<file path="src/rtl/ram_arb_pkg.sv">
// ram_arb_pkg: shared types and defaults for the RAM port arbiter.
//   - arb_state_t : transaction sequencer states
//   - AW_DEF/DW_DEF : default RAM word-address / data widths
//   - CNT_W : width of the read-latency wait counter (RD_LAT up to 7)
//   - onehot2 : port index -> one-hot owner vector
package ram_arb_pkg;

    localparam int AW_DEF = 10;
    localparam int DW_DEF = 32;
    localparam int CNT_W  = 3;

    typedef enum logic [1:0] {
        ST_IDLE  = 2'd0,
        ST_ISSUE = 2'd1,
        ST_WAIT  = 2'd2,
        ST_DONE  = 2'd3
    } arb_state_t;

    function automatic logic [1:0] onehot2(input logic idx);
        return idx ? 2'b10 : 2'b01;
    endfunction

endpackage

</file>
<file path="src/rtl/rr_arb2.sv">
// rr_arb2: combinational two-way round-robin picker.
//   req[1:0]     : pending requests
//   last_winner  : index granted most recently
//   grant_valid  : at least one request pending
//   grant_idx    : chosen index (on a tie, the one that did not win last)
module rr_arb2 (
    input  logic [1:0] req,
    input  logic       last_winner,
    output logic       grant_valid,
    output logic       grant_idx
);

    assign grant_valid = |req;

    always_comb begin
        if (&req) grant_idx = ~last_winner;
        else      grant_idx = req[1];
    end

endmodule

</file>
<file path="src/rtl/ram_port_arbiter.sv">
// ram_port_arbiter: shares one single-port RAM between two req/ack requesters.
// One transaction at a time, round-robin on ties. Every output is a register:
// the next-value logic below computes what each output holds in the next state.
//   clk, rst           : clock, asynchronous active-high reset
//   m0_* / m1_*        : requester ports (req held until ack; ack is a 1-cycle pulse,
//                        rdata valid with ack on reads)
//   ram_addr/we/din    : RAM command; ram_dout returns RD_LAT cycles after address
//   owner              : one-hot current owner, 00 when idle
module ram_port_arbiter
    import ram_arb_pkg::*;
#(
    parameter int AW     = AW_DEF,
    parameter int DW     = DW_DEF,
    parameter int RD_LAT = 1
) (
    input  logic          clk,
    input  logic          rst,
    input  logic          m0_req,
    input  logic          m0_we,
    input  logic [AW-1:0] m0_addr,
    input  logic [DW-1:0] m0_wdata,
    output logic          m0_ack,
    output logic [DW-1:0] m0_rdata,
    input  logic          m1_req,
    input  logic          m1_we,
    input  logic [AW-1:0] m1_addr,
    input  logic [DW-1:0] m1_wdata,
    output logic          m1_ack,
    output logic [DW-1:0] m1_rdata,
    output logic [AW-1:0] ram_addr,
    output logic          ram_we,
    output logic [DW-1:0] ram_din,
    input  logic [DW-1:0] ram_dout,
    output logic [1:0]    owner
);

    arb_state_t       state, state_d;
    logic             last_winner, last_winner_d;
    logic             win, win_d;          // latched winner index
    logic             lat_we, lat_we_d;    // latched write/read flag
    logic [CNT_W-1:0] cnt, cnt_d;          // read-latency countdown

    logic [AW-1:0]    ram_addr_d;
    logic             ram_we_d;
    logic [DW-1:0]    ram_din_d;
    logic [1:0]       owner_d;
    logic             m0_ack_d, m1_ack_d;
    logic [DW-1:0]    m0_rdata_d, m1_rdata_d;

    logic             grant_valid, grant_idx;

    rr_arb2 u_pick (
        .req         ({m1_req, m0_req}),
        .last_winner (last_winner),
        .grant_valid (grant_valid),
        .grant_idx   (grant_idx)
    );

    always_ff @(posedge clk or posedge rst) begin
        if (rst) begin
            state       <= ST_IDLE;
            last_winner <= 1'b1;       // port 0 wins the first tie
            win         <= 1'b0;
            lat_we      <= 1'b0;
            cnt         <= '0;
            ram_addr    <= '0;
            ram_we      <= 1'b0;
            ram_din     <= '0;
            owner       <= 2'b00;
            m0_ack      <= 1'b0;
            m1_ack      <= 1'b0;
            m0_rdata    <= '0;
            m1_rdata    <= '0;
        end else begin
            state       <= state_d;
            last_winner <= last_winner_d;
            win         <= win_d;
            lat_we      <= lat_we_d;
            cnt         <= cnt_d;
            ram_addr    <= ram_addr_d;
            ram_we      <= ram_we_d;
            ram_din     <= ram_din_d;
            owner       <= owner_d;
            m0_ack      <= m0_ack_d;
            m1_ack      <= m1_ack_d;
            m0_rdata    <= m0_rdata_d;
            m1_rdata    <= m1_rdata_d;
        end
    end

    always_comb begin
        state_d       = state;
        last_winner_d = last_winner;
        win_d         = win;
        lat_we_d      = lat_we;
        cnt_d         = cnt;
        ram_addr_d    = ram_addr;   // address holds, including through IDLE
        ram_we_d      = 1'b0;       // only ever high for the ISSUE cycle
        ram_din_d     = ram_din;
        owner_d       = owner;
        m0_ack_d      = 1'b0;
        m1_ack_d      = 1'b0;
        m0_rdata_d    = m0_rdata;
        m1_rdata_d    = m1_rdata;

        unique case (state)
            ST_IDLE: begin
                if (grant_valid) begin
                    // Capture the winner's command here; the registers driven
                    // below are what the RAM sees during ISSUE.
                    win_d         = grant_idx;
                    last_winner_d = grant_idx;
                    lat_we_d      = grant_idx ? m1_we : m0_we;
                    ram_addr_d    = grant_idx ? m1_addr : m0_addr;
                    owner_d       = onehot2(grant_idx);
                    if (grant_idx ? m1_we : m0_we) begin
                        ram_we_d  = 1'b1;
                        ram_din_d = grant_idx ? m1_wdata : m0_wdata;
                    end
                    state_d = ST_ISSUE;
                end
            end
            ST_ISSUE: begin
                if (lat_we) begin
                    if (win) m1_ack_d = 1'b1;
                    else     m0_ack_d = 1'b1;
                    state_d = ST_DONE;
                end else begin
                    cnt_d   = CNT_W'(RD_LAT);
                    state_d = ST_WAIT;
                end
            end
            ST_WAIT: begin
                cnt_d = cnt - 1'b1;
                // cnt==1 marks the cycle ram_dout carries the addressed word
                if (cnt == CNT_W'(1)) begin
                    if (win) begin
                        m1_rdata_d = ram_dout;
                        m1_ack_d   = 1'b1;
                    end else begin
                        m0_rdata_d = ram_dout;
                        m0_ack_d   = 1'b1;
                    end
                    state_d = ST_DONE;
                end
            end
            ST_DONE: begin
                owner_d = 2'b00;
                state_d = ST_IDLE;
            end
            default: state_d = ST_IDLE;
        endcase
    end

endmodule

</file>
<file path="config.mk">
export PLATFORM = sky130hd
export DESIGN_NAME = ram_port_arbiter
export DESIGN_NICKNAME = d
export VERILOG_FILES = /design/src/rtl/ram_arb_pkg.sv /design/src/rtl/rr_arb2.sv /design/src/rtl/ram_port_arbiter.sv
export SDC_FILE = /design/constraint.sdc
export NUM_CORES = 1
export LEC_CHECK = 0
export CAP_MARGIN = 25
export CORE_MARGIN = 4
export CORE_UTILIZATION = 45
export DETAILED_ROUTE_END_ITERATION = 8
export MAX_ROUTING_LAYER = met4
export PLACE_DENSITY = 0.86
export SYNTH_ARGS = -nofsm -noshare
export SYNTH_HDL_FRONTEND = slang
export SYNTH_SLANG_ARGS = --single-unit
</file>
<file path="constraint.sdc">
create_clock -name clk -period 6.6 [get_ports clk]
set_clock_uncertainty 0.1 [all_clocks]
set_input_delay 0.99 -clock clk [delete_from_list [all_inputs] [get_ports clk]]
set_output_delay 0.99 -clock clk [all_outputs]
set_load 0.01 [all_outputs]
</file>
### Word-level counts from Yosys, hierarchy flattened

Cells that the tools add are included.

* memories: 0
* RAM bits: 0
* bits in latches: 0
* logic and storage cells: 59
* bits in read-only memories: 0
* flip-flop bits (word level): 119
* input port bits: 122

* order comparisons: 0
* multipliers: 0
* shift-type cells: 0
* eq/ne operators: 7
* reductions and logical operators: 12
* add/sub/neg operators: 1
* divide/modulo/power cells: 0
* multiplexer cells: 24
* bitwise operators: 2

Operators with widths (number)
* 2-to-1 mux 32 bit: 1
* 2-to-1 mux 1 bit: 12
* 2-to-1 mux 10 bit: 1
* AND reduction 2 bit: 5
* AND reduction 3 bit: 3
* 2-to-1 mux 2 bit: 4
* one-hot mux 2 bit (4 select lines): 1
* inequality test 2 bit, second input constant: 3
* one-hot mux 3 bit (2 select lines): 1
* == test 2 bit, second input constant: 2
* one-hot mux 1 bit (2 select lines): 2
* one-hot mux 2 bit (2 select lines): 1
* nonzero test 2 bit: 2
* == test 3 x 1 -> 1 bit, second input constant: 1
* 2-to-1 mux 3 bit: 1
* subtractor 3 x 1 -> 3 bit, second input constant: 1
* == test 2 x 1 -> 1 bit, second input constant: 1
* zero test 2 bit: 1
* inverter 1 bit: 2
* OR reduction 2 bit: 1

### Longest topological paths before layout

Gate-level depths: netlist (run 1).

* depth after elaboration: 6
* gate-level depth with buffers: 8

### Hierarchy

Synthesis (run 1) repeated with hierarchy kept, for this count alone.

* cell total of the unflattened synthesis: 352
* area total of the unflattened synthesis: 5271.3 µm²

Modules (own cells, without submodules)
* ram_port_arbiter: area each 5257.5 µm², times used 1, cells each 350
* rr_arb2: area each 13.8 µm², times used 1, cells each 2

### Least setup slack after synthesis (run 1)

OpenSTA, ideal clock, no wires.

* path type: input port to flip-flop
* from: input port m0_req
* to: register ram_din[8]
* path buffers: 3
* arrival time: 2.089 ns
* cell stages on the path: 6
* slack: 4.286 ns
* cells stage by stage: buf_2 > a21boi_1 > a32o_1 > buf_6 > buf_6 > mux2_2

* cells in the longest elaborated chain, start to end: 4

RTL lines
* from (decl): RTL line ram_port_arbiter.sv:18 `input logic m0_req,`
* AND reduction 2 bit: RTL line rr_arb2.sv:16 `if (&req) grant_idx = ~last_winner;`
* 2-to-1 mux 1 bit: RTL line rr_arb2.sv:16
* 2-to-1 mux 1 bit: RTL line ram_port_arbiter.sv:116 `if (grant_idx ? m1_we : m0_we) begin`
* AND reduction 3 bit (no line)
* to (signal assigned): RTL line ram_port_arbiter.sv:82 `ram_din <= ram_din_d;`
* to (decl): RTL line ram_port_arbiter.sv:32 `output logic [DW-1:0] ram_din,`

Parallel ways exist; a longest one is shown, timed or not.
A chain may end at the register's enable or synchronous reset.

### Worst setup path after layout (run 1)

* from: input port m1_req
* to: register ram_din[27]

* cells in the longest elaborated chain, start to end: 4

RTL lines
* from (decl): RTL line ram_port_arbiter.sv:24 `input logic m1_req,`
* AND reduction 2 bit: RTL line rr_arb2.sv:16
* 2-to-1 mux 1 bit: RTL line rr_arb2.sv:16
* 2-to-1 mux 1 bit: RTL line ram_port_arbiter.sv:116
* AND reduction 3 bit (no line)

Parallel ways exist; a longest one is shown, timed or not.

==> results.ini, run 1 <==
[worst_hold_path]
hp-class = register to register

[placement]
dpl.cell_count = 710
place.port_buffers = 232
dp.final_hpwl_um = 10100
finalWeightedCongestion = 0.844

[power_and_ir_drop]
design_power_total_mw = 4.07
vdd.ir_drop.worst_mv = 0.308
cellLeakagePower_nw = 3.44
ratio_of_total_power_to_cell_area_mw_per_mm2 = 497

[routing]
drt_iter0_markers = 244
via_count = 3797
drcViolationCount = 0
wirelength_um = 13800
detailedRoute.firstPassIterationCount = 4
detail_route.wl_per_cell_um = 18.6
vias_per_cell = 5.12
drtAntennaViolNets = 0

[outcome]
status = finished clean

[timing]
max_freq_mhz = 285
tightest_slew_ps = 987
hold_viol_final = 0
tns_ps = 0
finalSetupViolCount = 0
final.min_clock_period_ps = 3500
max_slew_violations = 0
max_slew_margin = 0.342
grt_setup_unrepaired = no
final.period_utilization = 0.531

[clocking]
cts-htree-levels = 4
setup_repair_bufs_after_cts = 0
tritoncts = done
clock_insertion_delay_worst_skew_ps = 390
numCtsBuffers = 17
cts-resized-gates = 0
worst_setup_hold_path_clk_slew_ps = 50
cts.sinks = 119
cts_hold_repair.buffers = 0
clock_tree.buffer_depth = 2
clockRootBuffer = sky130_fd_sc_hd__clkbuf_16

[floorplanning]
area_of_the_die_mm2 = 0.0133
die_w_um = 115
rows = 38
initial_util = 0.469
ios = 233
die_h_um = 115
core_area_mm2 = 0.0110

[logic_synthesis]
ys_warn_count = 0
synthDominantAreaCellType = sky130_fd_sc_hd__dfrtp_1
synthMostInstantiatedCell = sky130_fd_sc_hd__dfrtp_1
synth_edf_count = 0
dominantRegCellSynth = sky130_fd_sc_hd__dfrtp_1
ys_ff_latch = 119
netlist.area_leader.share = 0.570
ys_top_cells_by_area = sky130_fd_sc_hd__dfrtp_1 57%, sky130_fd_sc_hd__mux2_2 21%, sky130_fd_sc_hd__mux2_1 4.3%
avg_inst_size_synth_um2 = 14.6
synth-async-reset-ratio = 1.00
synth.net_count = 483
yosysSeqAreaShare = 0.575
ys_top_cells_by_count = 118 x sky130_fd_sc_hd__dfrtp_1, 97 x sky130_fd_sc_hd__mux2_2, 20 x sky130_fd_sc_hd__mux2_1, 12 x sky130_fd_sc_hd__mux2_4, 12 x sky130_fd_sc_hd__nand2_1
postSynthCellCount = 354
synthesis.area_mm2 = 0.00518
synthDistinctLibCells = 33

[global_routing]
pin_count_of_the_biggest_net_entering_global_routing = 63
wire_length_of_the_first_global_routing_pass_um = 21200
antenna_found_initial = 0
first_global_vias = 4206
global_route.overflow_total = 0
grtUsageTotal = 0.212

[finish]
drive_above_1_share = 0.244
num-nets-final = 718
antenna-diode-count = 0
layout.cells.non_filler = 742
filler_cell_count = 742
layout-area-overhead-vs-synth_pct = 58.0

[critical_path]
setup.worst_path.start_class = input port
cp.arrival_ps = 3680
crit_fanout = 34
worstSetupPathType = input port to register
crit_path_end_kind = register
cp.required_ps = 6780

[flow_run]
maximum_capacitance_violations = 0

[flip-flops by register name (all words and copies together) (netlist names), 2 cells and up]
name and count:
cnt 3, m0_rdata 32, m1_rdata 32, owner 2
ram_addr 10, ram_din 32, state 2
[final cells by class]
type	instances	area, um2	share of cell area
inverters	7	28.8	0.00352
well taps	140	175	0.0214
multi-input cells	208	2040	0.250
flip-flops and latches	119	2980	0.364
repair buffers	236	2350	0.288
clock buffers	23	478	0.0584
clock inverters	9	123	0.0150
[critical path: stages]
cell	delay [ps]
sky130_fd_sc_hd__clkdlybuf4s50_1	610
sky130_fd_sc_hd__a21boi_1	730
sky130_fd_sc_hd__a32o_2	900
sky130_fd_sc_hd__mux2_2	420
[stage by stage]
step,hold slack [ps],worst slack (ps),util,cell area [um2]
6_report,392,3100,0.741,8180
2_1_floorplan,382,2350,-,5180
4_1_cts,394,3110,0.741,8180
3_3_place_gp,367,2820,0.687,7580
5_1_grt,413,2930,0.741,8180
3_5_place_dp,381,2710,0.687,7580
[final timing paths]
| check | start | endpoint | slack [ps] | cells past startpoint |
|---|---|---|---|---|
| min in group asynchronous | rst | m0_rdata[11] | 970 | 2 |
| worst min register to register | ram_addr[1] | ram_addr[1] | 390 | 2 |
| max in group asynchronous | rst | ram_din[21] | 4170 | 3 |
| worst min-delay path | ram_addr[1] | ram_addr[1] | 390 | 2 |
| worst max register to register | state[1] | ram_din[27] | 3730 | 5 |
| worst max-delay path | m1_req | ram_din[27] | 3100 | 4 |
[metal layers]
metal	track usage	routed length (um)
met5	-	0
met4	0.0869	361
met3	0.0505	1010
met2	0.361	7120
met1	0.240	5330
[cell families after synthesis]
group           count (synthesis)  synth area share
compound gates                 33            0.0493
fa+ha+maj                       7            0.0169
simple gates                   39            0.0375
buf+inv                        27            0.0317
flops                         119             0.575
mux                           129             0.289
[cell usage in the layout, fill, tap and decap left out, types with 7 or more instances in the layout]
cell and instances:
sky130_fd_sc_hd__a32oi_1 10, sky130_fd_sc_hd__clkbuf_16 17, sky130_fd_sc_hd__clkdlybuf4s50_1 232, sky130_fd_sc_hd__dfrtp_1 118, sky130_fd_sc_hd__ha_1 7, sky130_fd_sc_hd__mux2_1 20, sky130_fd_sc_hd__mux2_2 97, sky130_fd_sc_hd__mux2_4 12
sky130_fd_sc_hd__nand2_1 12, sky130_fd_sc_hd__nand3_1 11
[report_power, final]
part | internal, mW | leakage (nW) | switching, mW
Combinational | 1.10 | 1.73 | 0.728
Sequential | 1.11 | 1.41 | 0.205
Clock | 0.621 | 0.297 | 0.309
Total | 2.83 | 3.44 | 1.24
Note: power is estimated with default switching activity, not from simulation.
==> inputs of run 2 (changes only) <==
CORE_UTILIZATION = 42   (was 45)
PLACE_DENSITY = 0.81   (was 0.86)
clock period = 3.5 ns   (was 6.6 ns; I/O delays follow)
==> results.ini, run 2 (same netlist as run 1, synthesis figures left out) <==
[timing]
finalSetupViolCount = 0  ; unchanged
worst_slack_ps = 924  ; -2170 ps
tightest_slew_ps = 711  ; -276 ps
max_slew_margin = 0.525  ; +0.183
grt_setup_unrepaired = no
final.min_clock_period_ps = 2580
max_freq_mhz = 388
max_slew_violations = 0  ; unchanged
final.period_utilization = 0.736
hold_viol_final = 0  ; unchanged
tns_ps = 0  ; unchanged

[critical_path]
crit_path_end_kind = register
worstSetupPathType = register to register
rrSetupSlack_ps = 920  ; -2810 ps
crit_chain = inv_1 > ha_1 > and2_1 > a32o_2 > buf_4 > mux2_2
worst_path_max_delay_cell = sky130_fd_sc_hd__ha_1
setup.worst_path.start_class = register
critical_path.reg2reg.startpoint = state[0]
crit_fanout = 34  ; unchanged
cp_top_family = adder cells
critical_path.n_buffers_inverters = 2  ; +1
worst_r2r_path_depth = 6  ; +1
cp.required_ps = 3680  ; -3100 ps
cp.arrival_ps = 2750  ; -930 ps
slowest_delay_ps = 580  ; -320 ps
r2r-end = ram_din[30]

[placement]
worst_slack_at_placement_ps = 791  ; -1920 ps
finalWeightedCongestion = 0.864  ; +2.3%
placedInstanceArea_mm2 = 0.00765  ; +0.97%
place.port_buffers = 232  ; unchanged
dp.final_hpwl_um = 9830  ; -2.8%

[flow_run]
maximum_capacitance_violations = 0  ; unchanged

[power_and_ir_drop]
design_power_total_mw = 7.60  ; +87%
proportion_of_total_power_due_to_net_switching = 0.305  ; -0.000472
comb_power_share = 0.452  ; +0.003
vdd.ir_drop.worst_mv = 0.546  ; +77%
clockPowerShare = 0.222  ; -0.006
cellLeakagePower_nw = 3.45  ; +0.22%
cell_internal_pwr_mw = 5.29  ; +87%
net-switching-power_mw = 2.32  ; +87%
ratio_of_total_power_to_cell_area_mw_per_mm2 = 923  ; +86%
pwr-share-seq = 0.326  ; +0.004

[global_routing]
pin_count_of_the_biggest_net_entering_global_routing = 120  ; +90%
antenna_found_initial = 0  ; unchanged
global_route.overflow_total = 0  ; unchanged
grtUsageTotal = 0.201  ; -0.0114
first_global_vias = 4227  ; +0.50%
wire_length_of_the_first_global_routing_pass_um = 22100  ; +4.1%

[finish]
final_common_cell = sky130_fd_sc_hd__clkdlybuf4s50_1
final_cell_area_mm2 = 0.00824  ; +0.70%
mostFrequentLayoutCells = 232 x sky130_fd_sc_hd__clkdlybuf4s50_1, 118 x sky130_fd_sc_hd__dfrtp_1, 97 x sky130_fd_sc_hd__mux2_2
antenna-diode-count = 0  ; unchanged
final_core_utilization = 0.683  ; -0.0586
largestRegisters = m0_rdata x32, m1_rdata x32, ram_din x32
drive_above_1_share = 0.247  ; +0.00291
layout-area-overhead-vs-synth_pct = 59.1
num-nets-final = 720  ; +0.28%

[floorplanning]
rows = 40  ; +5.3%
core_area_mm2 = 0.0121  ; +9.3%
die_w_um = 119  ; +3.3%
die_h_um = 119  ; +3.3%
area_of_the_die_mm2 = 0.0142  ; +6.6%
ios = 233  ; unchanged
initial_util = 0.429  ; -0.0401

[worst_hold_path]
min_to = m1_rdata[7]
hold_path_depth = 1  ; -1
timing.hold.worst.start = m1_rdata[7]
hp-class = register to register

[outcome]
status = finished clean

[clocking]
cts.sinks = 119  ; unchanged
worst_setup_hold_path_clk_slew_ps = 50  ; about the same
cts_hold_repair.buffers = 0  ; unchanged
tritoncts = done
numCtsBuffers = 17  ; unchanged
cts-resized-gates = 0  ; unchanged
cts-htree-levels = 4  ; unchanged
clockRootBuffer = sky130_fd_sc_hd__clkbuf_16
clock_tree.buffer_depth = 2  ; unchanged
setup_repair_bufs_after_cts = 0  ; unchanged
clock_insertion_delay_worst_skew_ps = 390  ; about the same

[routing]
drcViolationCount = 0  ; unchanged
wirelength_um = 13600  ; -1.8%
vias_per_cell = 4.96  ; -3.1%
detail_route.wl_per_cell_um = 17.6  ; -5.5%
drt_iter0_markers = 257  ; +5.3%
via_count = 3823  ; +0.68%
drtAntennaViolNets = 0  ; unchanged
detailedRoute.firstPassIterationCount = 5  ; +1

## run 2: how the worst max path moves through the flow
stage / startpoint / to / depth (start not counted)
floorplan: rst / cnt[0] / 1
global placement: m1_req / ram_din[31] / 6
detailed placement: m1_req / ram_din[20] / 5
CTS: state[0] / ram_din[20] / 6
global route: state[0] / ram_din[26] / 6
finish: state[0] / ram_din[30] / 6
## run 2: final cells by class
cell class / count / area, um2
Multi-Input combinational cell: 208 / 2040
Fill cell: 877 / 3830
Sequential cell: 119 / 2980
Timing Repair Buffer: 238 / 2390
Tap cell: 168 / 210
Clock buffer: 23 / 488
Inverter: 7 / 30.0
Clock inverter: 8 / 96.3
## run 2: worst register-to-register path: cells and delay by family, from the launching register on
family	cells	cell delay, ps
adders and majority gates	1	580
buffers and inverters	2	570
muxes	1	420
DFF	1	410
and+or+nand+nor	1	220
AOI/OAI and AO/OA	1	160
## run 2: layer usage
metal / share of wire / routed length [um] / up-vias / GRT usage
li1: - / - / 1748 / -
met1: 0.40 / 5470 / 1892 / 0.233
met2: 0.50 / 6820 / 173 / 0.329
met3: 0.086 / 1160 / 10 / 0.0736
met4: 0.0089 / 121 / 0 / 0.0587
met5: 0 / 0 / - / -
## run 2: power groups by stage
stage | logic [mW] | clock network [mW] | registers (mW)
after floorplan | 1.38 | 0 | 2.75
after global placement | 3.36 | 0 | 2.44
after detailed placement | 3.45 | 0 | 2.48
after CTS | 3.48 | 1.73 | 2.48
after global routing | 3.69 | 1.80 | 2.57
final | 3.44 | 1.69 | 2.48
## run 2: through the flow
step	hold slack, ps	cells
finish	400	771
floorplan	382	354
global placement	367	739
CTS	404	771
detailed placement	392	740
global route	412	771
==> inputs of run 3 (changes only) <==
CORE_UTILIZATION = 38   (was 42)
PLACE_DENSITY = 0.77   (was 0.81)
clock period = 2.16 ns   (was 3.5 ns; I/O delays follow)
==> results.ini, run 3 (same netlist as run 1, synthesis figures left out) <==
[routing]
drtAntennaViolNets = 0  ; unchanged
drcViolationCount = 0  ; unchanged
detailedRoute.firstPassIterationCount = 4  ; -1
detail_route.wl_per_cell_um = 17.8  ; +0.99%
vias_per_cell = 4.91  ; -0.98%
drt_iter0_markers = 123  ; -52%
via_count = 3879  ; +1.5%
wirelength_um = 14000  ; +3.5%

[power_and_ir_drop]
cell_internal_pwr_mw = 8.91  ; +68%
cellLeakagePower_nw = 3.54  ; +2.6%
proportion_of_total_power_due_to_net_switching = 0.298  ; -0.00659
ratio_of_total_power_to_cell_area_mw_per_mm2 = 1510  ; +63%
design_power_total_mw = 12.7  ; +67%
pwr-share-seq = 0.316  ; -0.010
net-switching-power_mw = 3.78  ; +63%
clockPowerShare = 0.236  ; +0.014
vdd.ir_drop.worst_mv = 0.899  ; +65%
comb_power_share = 0.448  ; -0.004

[critical_path]
setup.worst_path.start_class = register
cp.required_ps = 2340  ; -1340 ps
crit_fanout = 32  ; -5.9%
crit_path_end_kind = register
worstSetupPathType = register to register
cp.arrival_ps = 2180  ; -570 ps

[finish]
drive_above_1_share = 0.262  ; +0.0151
multiInputGateArea_mm2 = 0.00205  ; +0.37%
layout-area-overhead-vs-synth_pct = 62.8
final_common_cell = sky130_fd_sc_hd__clkdlybuf4s50_1
mostFrequentLayoutCells = 232 x sky130_fd_sc_hd__clkdlybuf4s50_1, 118 x sky130_fd_sc_hd__dfrtp_1, 97 x sky130_fd_sc_hd__mux2_2
antenna-diode-count = 0  ; unchanged
final_cell_area_mm2 = 0.00843  ; +2.4%
filler_cell_count = 1016  ; +16%
largestRegisters = m0_rdata x32, m1_rdata x32, ram_din x32
num-nets-final = 730  ; +1.4%
seq_area_mm2 = 0.00298  ; unchanged

[placement]
placedInstanceArea_mm2 = 0.00779  ; +1.8%
dp.final_hpwl_um = 10600  ; +7.5%
worst_slack_at_placement_ps = -30.7  ; -822 ps
finalWeightedCongestion = 0.839  ; -2.9%
place.port_buffers = 232  ; unchanged

[floorplanning]
die_w_um = 125  ; +4.8%
rows = 42  ; +5.0%
die_h_um = 125  ; +4.8%
area_of_the_die_mm2 = 0.0156  ; +9.8%
ios = 233  ; unchanged
core_area_mm2 = 0.0133  ; +10%
initial_util = 0.389  ; -0.0398

[outcome]
status = finished clean

[global_routing]
antenna_found_initial = 0  ; unchanged
wire_length_of_the_first_global_routing_pass_um = 23000  ; +4.0%
globalRoute.busiestLayer = met2
grt.met1_usage = 0.209  ; -0.0240
grtUsageMet3 = 0.0733  ; -0.000272
groute.layer.met2.usage = 0.314  ; -0.0146
global_route.overflow_total = 0  ; unchanged
grtUsageTotal = 0.189  ; -0.0117
pin_count_of_the_biggest_net_entering_global_routing = 65  ; -46%
first_global_vias = 4399  ; +4.1%

[clocking]
worst_setup_hold_path_clk_slew_ps = 50  ; about the same
cts.sinks = 119  ; unchanged
setup_repair_bufs_after_cts = 0  ; unchanged
clock_insertion_delay_worst_skew_ps = 400  ; about the same
clockRootBuffer = sky130_fd_sc_hd__clkbuf_16
numCtsBuffers = 17  ; unchanged
tritoncts = done
cts-htree-levels = 4  ; unchanged
clock_tree.buffer_depth = 2  ; unchanged

[timing]
max_slew_margin = 0.589  ; +0.0648
max_slew_violations = 0  ; unchanged
worst_slack_ps = 158  ; -765 ps
tightest_slew_ps = 610  ; -101 ps
grt_setup_unrepaired = no
hold_viol_final = 0  ; unchanged
max_freq_mhz = 500  ; +29%
tns_ps = 0  ; unchanged
final.period_utilization = 0.927  ; +0.191
finalSetupViolCount = 0  ; unchanged
final.min_clock_period_ps = 2000  ; -575 ps

[worst_hold_path]
hp-class = input port to async pin

[flow_run]
maximum_capacitance_violations = 0  ; unchanged

==> run 3: final timing paths <==
path / start / to / slack (ps) / cells past startpoint
max: state[0] / m0_rdata[18] / 160 / 6
min: rst / m0_rdata[15] / 280 / 3
max reg2reg: state[0] / m0_rdata[18] / 160 / 6
min reg2reg: ram_addr[6] / ram_addr[6] / 390 / 2
max in group asynchronous: rst / last_winner / 1340 / 3
min in group clk: m1_addr[6] / ram_addr[6] / 380 / 3
==> run 3: through the flow <==
step	utilization	instances	hold slack, ps
3_5_place_dp	0.586	758	380
2_1_floorplan	-	354	353
3_3_place_gp	0.586	758	367
6_report	0.634	790	285
4_1_cts	0.634	790	303
5_1_grt	0.634	790	344
==> run 3: what timing repair did <==
item                                    4_1_cts  5_1_grt
endpoints found under the setup margin        0       33
hold buffers                                  0        0
gates resized for setup                       0        2
==> run 3: power groups by stage <==
stage / clock, mW / sequential, mW / combinational, mW
after floorplan: 0 / 4.45 / 2.24
after global placement: 0 / 3.97 / 5.56
after detailed placement: 0 / 4.05 / 5.74
after CTS: 3.05 / 4.04 / 5.78
after global routing: 3.19 / 4.16 / 6.09
final: 2.99 / 4.01 / 5.68
==> run 3: critical path, cell delays in order (launching register included) <==
cell and delay [ps]:
sky130_fd_sc_hd__dfrtp_1 410, sky130_fd_sc_hd__inv_1 140, sky130_fd_sc_hd__ha_2 270, sky130_fd_sc_hd__inv_1 110, sky130_fd_sc_hd__nor3_4 220, sky130_fd_sc_hd__buf_12 230, sky130_fd_sc_hd__mux2_2 370
==> run 3: final cells by class <==
class / count / share of cell area
sequential: 119 / 0.353
inverter: 7 / 0.00356
clock buffer: 24 / 0.0583
timing repair buffer: 248 / 0.299
multi-input combinational: 208 / 0.243
tap: 176 / 0.0261
clock inverter: 8 / 0.0169
==> run 3: metal layers <==
| layer | part of all wire | routed length (um) |
|---|---|---|
| met5 | 0 | 0 |
| met4 | 0.016 | 221 |
| met3 | 0.081 | 1130 |
| met2 | 0.51 | 7210 |
| met1 | 0.39 | 5480 |
